### src/rtl/maxpool2x2_stream.sv
// -----------------------------------------------------------------------------
// maxpool2x2_stream
//   Streaming 2x2 / stride-2 max-pool stage for a square feature map that
//   arrives in raster order. Only partial maxima are kept: a pair-hold register
//   for the even column of the current pair, and a line buffer of IN_SIZE/2
//   pair maxima from the even row of the current window row. Results go out
//   through a one-deep valid/ready output register.
//
// Parameters
//   WIDTH_BIT  signed pixel width (input and output)
//   IN_SIZE    input feature-map side, >= 2 (odd sizes floor-pool)
//
// Ports
//   clock      rising-edge clock
//   reset      synchronous, active-high reset
//   in_valid   in_data valid
//   in_ready   stage accepts in_data this cycle
//   in_data    signed input pixel
//   out_valid  out_data valid
//   out_ready  downstream accepts out_data
//   out_data   signed pooled pixel
//   out_last   last pooled pixel of the frame
//   done       one-cycle pulse the cycle after the frame's final pixel is accepted
//
// Build option
//   MAXPOOL_RELU_EN  when defined, negative input pixels are clamped to 0
//                    before pooling (fused ReLU).
// -----------------------------------------------------------------------------
module maxpool2x2_stream #(
    parameter int WIDTH_BIT = 16,
    parameter int IN_SIZE   = 318
) (
    input  logic                 clock,
    input  logic                 reset,
    input  logic                 in_valid,
    output logic                 in_ready,
    input  logic [WIDTH_BIT-1:0] in_data,
    output logic                 out_valid,
    input  logic                 out_ready,
    output logic [WIDTH_BIT-1:0] out_data,
    output logic                 out_last,
    output logic                 done
);

    localparam int HALF = IN_SIZE / 2;
    localparam int CW   = $clog2(IN_SIZE);
    localparam int AW   = (HALF > 1) ? $clog2(HALF) : 1;

    localparam logic [CW-1:0] LAST_IDX = CW'(IN_SIZE - 1);
    // Last row/col that belongs to a complete window (drops the odd tail).
    localparam logic [CW-1:0] WIN_LAST = CW'(2 * HALF - 1);

    logic [CW-1:0]                col_q, col_d;
    logic [CW-1:0]                row_q, row_d;
    logic signed [WIDTH_BIT-1:0]  hold_q, hold_d;
    logic signed [WIDTH_BIT-1:0]  linebuf_q [HALF];

    logic                         out_valid_q, out_valid_d;
    logic signed [WIDTH_BIT-1:0]  out_data_q, out_data_d;
    logic                         out_last_q, out_last_d;
    logic                         done_q, done_d;

    logic signed [WIDTH_BIT-1:0]  pix;
    logic signed [WIDTH_BIT-1:0]  pairmax;
    logic signed [WIDTH_BIT-1:0]  winmax;
    logic signed [WIDTH_BIT-1:0]  lb_rd;
    logic [AW-1:0]                lb_idx;
    logic                         accept;
    logic                         in_win;
    logic                         lb_we;
    logic                         load;

    assign in_ready = !out_valid_q || out_ready;
    assign accept   = in_valid && in_ready;

    always_comb begin
`ifdef MAXPOOL_RELU_EN
        if (in_data[WIDTH_BIT-1]) begin
            pix = '0;
        end else begin
            pix = $signed(in_data);
        end
`else
        pix = $signed(in_data);
`endif
    end

    assign in_win  = (col_q <= WIN_LAST) && (row_q <= WIN_LAST);
    assign lb_idx  = AW'(col_q >> 1);
    assign lb_rd   = linebuf_q[lb_idx];
    assign pairmax = (pix > hold_q) ? pix : hold_q;
    assign winmax  = (lb_rd > pairmax) ? lb_rd : pairmax;

    // Odd column closes a pair: even row parks it, odd row closes the window.
    assign lb_we = accept && in_win && col_q[0] && !row_q[0];
    assign load  = accept && in_win && col_q[0] && row_q[0];

    always_comb begin
        col_d       = col_q;
        row_d       = row_q;
        hold_d      = hold_q;
        out_valid_d = out_valid_q;
        out_data_d  = out_data_q;
        out_last_d  = out_last_q;
        done_d      = 1'b0;

        if (accept) begin
            if (!col_q[0]) begin
                hold_d = pix;
            end
            if (col_q == LAST_IDX) begin
                col_d = '0;
                row_d = (row_q == LAST_IDX) ? '0 : row_q + CW'(1);
            end else begin
                col_d = col_q + CW'(1);
            end
            done_d = (row_q == LAST_IDX) && (col_q == LAST_IDX);
        end

        // A load can only happen when in_ready, so it never overwrites
        // an output that is still waiting for the consumer.
        if (load) begin
            out_valid_d = 1'b1;
            out_data_d  = winmax;
            out_last_d  = (row_q == WIN_LAST) && (col_q == WIN_LAST);
        end else if (out_ready) begin
            out_valid_d = 1'b0;
            out_last_d  = 1'b0;
        end
    end

    always_ff @(posedge clock) begin
        if (reset) begin
            col_q       <= '0;
            row_q       <= '0;
            hold_q      <= '0;
            out_valid_q <= 1'b0;
            out_data_q  <= '0;
            out_last_q  <= 1'b0;
            done_q      <= 1'b0;
        end else begin
            col_q       <= col_d;
            row_q       <= row_d;
            hold_q      <= hold_d;
            out_valid_q <= out_valid_d;
            out_data_q  <= out_data_d;
            out_last_q  <= out_last_d;
            done_q      <= done_d;
        end
    end

    // Not reset: every entry is written on an even row before the odd row reads it.
    always_ff @(posedge clock) begin
        if (lb_we) begin
            linebuf_q[lb_idx] <= pairmax;
        end
    end

    assign out_valid = out_valid_q;
    assign out_data  = out_data_q;
    assign out_last  = out_last_q;
    assign done      = done_q;

endmodule

### config.mk
export PLATFORM = sky130hd
export DESIGN_NAME = maxpool2x2_stream
export DESIGN_NICKNAME = d
export VERILOG_FILES = /design/src/rtl/maxpool2x2_stream.sv
export SDC_FILE = /design/constraint.sdc
export NUM_CORES = 2
export LEC_CHECK = 0
export ABC_AREA = 1
export CAP_MARGIN = 10
export CORE_UTILIZATION = 55
export CTS_CLUSTER_SIZE = 40
export DETAILED_ROUTE_END_ITERATION = 12
export PLACE_DENSITY = 0.71
export SLEW_MARGIN = 30
export SYNTH_ARGS = -nofsm -noshare
export SYNTH_HDL_FRONTEND = slang
export SYNTH_SLANG_ARGS = --single-unit
### constraint.sdc
create_clock -name clock -period 13.6 [get_ports clock]
set_input_delay 4.08 -clock clock [delete_from_list [all_inputs] [get_ports clock]]
set_output_delay 4.08 -clock clock [all_outputs]
set_load 0.02 [all_outputs]
==> flow_summary.ini <==
[critical_path]
rr_endpoint = out_data[9]
crit_type = in -> reg
r2r_slack_ns = 5.90
start_kind = primary input
worstPathArrival_ns = 10.41
crit_fanout = 73
reg2reg_depth = 21
required_ns = 14.43
crit_path_end_kind = flop

[synthesis]
ys_seq_elements = 2605
synth_area_leader_cell = edfxtp_1
seq_area_frac_synth_pct = 74.0
synth_ff_type = edfxtp_1
synth_edf_count = 2544
synthesis.area_mm2 = 0.105
yosys-top-cells-area = edfxtp_1, nand3_1, nand2_1
syn_area_per_cell_um2 = 11.9
synth_top_area_share_pct = 72.8
synth_cell_types = 36
syn_nets = 8841
synthCells = 8785
async_flop_share_pct = 0
yosysWarningCount = 0

[sta]
rsz0062_at_grt = no
worstMarginPinSlew_ns = 1.10
setup_ws_ns = 4.02
setup_violations = 0
finalHoldViolCount = 0
setup_tns_ns = 0
finClkSkew_ns = 0.0464
period_share_pct = 70.4
period_needed_ns = 9.58
timing.fmax_ghz = 0.104
timing.slew.headroom_pct = 26.4
drv_slew = 0

[floorplan]
core_mm2 = 0.189
start_util_pct = 55.6
pin_count = 40
die_w_um = 439
dieArea_mm2 = 0.193
rows = 159
die_h_um = 439

[cts]
cts_max_path_buffers = 4
cts_resized = 0
clkTransAtPathRegs_ns = 0.06
cts_tree = built
clk_latency_ns = 0.94
cts-hold-fix-buffers = 0
cts_num_sinks = 2605
cts_setup_buffers = 0
numCtsBuffers = 277
clockRootBuffer = clkbuf_16
cts_max_level = 5

[power]
leakagePower_nw = 40.5
power_density_mw_per_mm2 = 152
ir_drop_mv = 0.146

[hold_path]
min_path_type = reg -> reg
min_to = hold_q[0]
worst_hold_startpoint = hold_q[0]
hold_path_depth = 2

[place]
post-place-cells = 11000
dp_slack_ns = 3.30
gp_congestion = 0.910
post_dp_cell_area_mm2 = 0.108
port_buffers = 39
dp_hpwl_mm = 151

[routing]
via_per_inst = 6.16
antenna_left = 1
wl_met2_mm = 133
highest_layer = met5
dr.pass1.iters = 6
drc = 0
vias = 70500
wl_per_cell_um = 25.1
drt-total-wl_mm = 287
wl_met3_mm = 31.6
wl_met1_mm = 110
drt_iter0_drc = 10000

[status]
outcome = finished with violations
violations = antenna violations

[layout]
fin_cells = 11400
fin_area_mm2 = 0.117
finalNetCount = 8825
drive_above_1_share_pct = 7.08
syn2layout_area_growth_pct = 11.3
final_core_util_pct = 61.9

[global_routing]
grt_pass1_wl_mm = 426
grt.overflow.total = 0
grt_max_degree = 193
antenna_found_initial = 6
first_global_vias = 66900
grt.total_usage_pct = 29.7

[run]
max_cap_violations = 0
==> cells by family (layout without fill, tap and decap cells) <==
family	count (synthesis)	count (layout)	share of synthesized area, %
and+or+nand+nor	4953	4953	20.5
DFF	2605	2605	74.0
buffers and inverters	700	864	2.56
AOI/OAI and AO/OA	490	490	2.58
adders and majority gates	36	36	0.429
xor gates and xnor gates	1	1	0.00835
other	0	5	0
==> state kept, by name (all words and copies together), names as in the netlist, named ones only <==
register	count
out_data	16
done	1
col_q	9
out_valid	1
out_last	1
hold_q	16
row_q	9
linebuf_q	2544
==> critical path, cell delays in order <==
cell and delay (ns):
clkdlybuf4s50_1 0.45, ha_1 0.35, nand2_1 0.10, nor4_1 0.43, nand2_1 0.15, nand3_1 0.56
nand3_1 0.73, nand2_1 0.25, and2_4 0.73, ha_1 0.28, inv_1 0.05, a21oi_1 0.11
o21ai_0 0.09, nand2_1 0.07, nand2_1 0.06, nand2_1 0.08, nand2_1 0.05, nand2_1 0.06
nand3_1 0.58, inv_1 0.81, nand3_1 0.19, a21oi_1 0.15
==> worst max-delay path by stage <==
stage | start | end | slack, ns | cells past startpoint
after floorplan | in_data[15] | out_data[0] | 4.12 | 23
after global placement | in_data[15] | out_data[15] | 3.28 | 22
after detailed placement | in_data[15] | out_data[9] | 3.30 | 22
after CTS | out_ready | in_ready | 4.23 | 4
after global routing | in_data[15] | out_data[11] | 3.69 | 22
final | in_data[15] | out_data[9] | 4.02 | 22
==> stage by stage <==
stage	power [W]	hold WS, ns
finish	0.0178	0.484
global route	0.0183	0.514
CTS	0.0178	0.485
detailed placement	0.0109	0.477
global placement	0.0109	0.476
floorplan	0.0104	0.448
==> Yosys cell counts (16+ instances only) <==
cell      number
nand2_1     2323
ha_1          36
buf_1         90
o211ai_1      17
nand4_1       18
and2_1        16
buf_2         46
nand3_1     2180
edfxtp_1    2544
nor2_1       390
clkbuf_1     445
o21ai_0      269
inv_1        111
dfxtp_1       61
o221ai_1      26
a21oi_1       99
o22ai_1       70
==> layout by cell type (no fill, tap or decap), types with 14 or more instances in the layout <==
cell and instances:
nand3_1 2180, buf_12 15, dfxtp_1 56, clkinv_1 61
o21ai_0 269, a21oi_1 99, inv_6 20, inv_1 92
o211ai_1 17, o22ai_1 70, edfxtp_1 2544, nor2_1 387
buf_4 220, o221ai_1 26, clkbuf_16 285, clkdlybuf4s50_1 39
nand4_1 18, clkinv_2 34, nand2_1 2322, and2_1 15
ha_1 36, clkbuf_1 60, bufinv_16 14
==> cell type report <==
type / count / area [um^2]
repair buffers: 286 / 2540
clock buffers: 348 / 7400
well taps: 2495 / 3120
diodes: 5 / 12.5
clock inverters: 111 / 863
flip-flops and latches: 2605 / 77600
multi-input cells: 5480 / 24700
inverters: 119 / 552
fillers: 14100 / 71800
==> power by group <==
part           leakage (nW)  switching [W]  internal, W
clock network          4.05        0.00294      0.00409
logic                  13.0        0.00120     0.000259
registers              23.4     0.00000827      0.00931
total                  40.5        0.00416       0.0137
==> metal layers <==
metal | up-vias | track usage [%]
met5 | - | 0
met1 | 34300 | 40.9
met4 | 8 | 13.1
li1 | 31400 | -
met2 | 4086 | 46.0
met3 | 653 | 5.87
No activity file was read; power rests on OpenSTA's default activity.
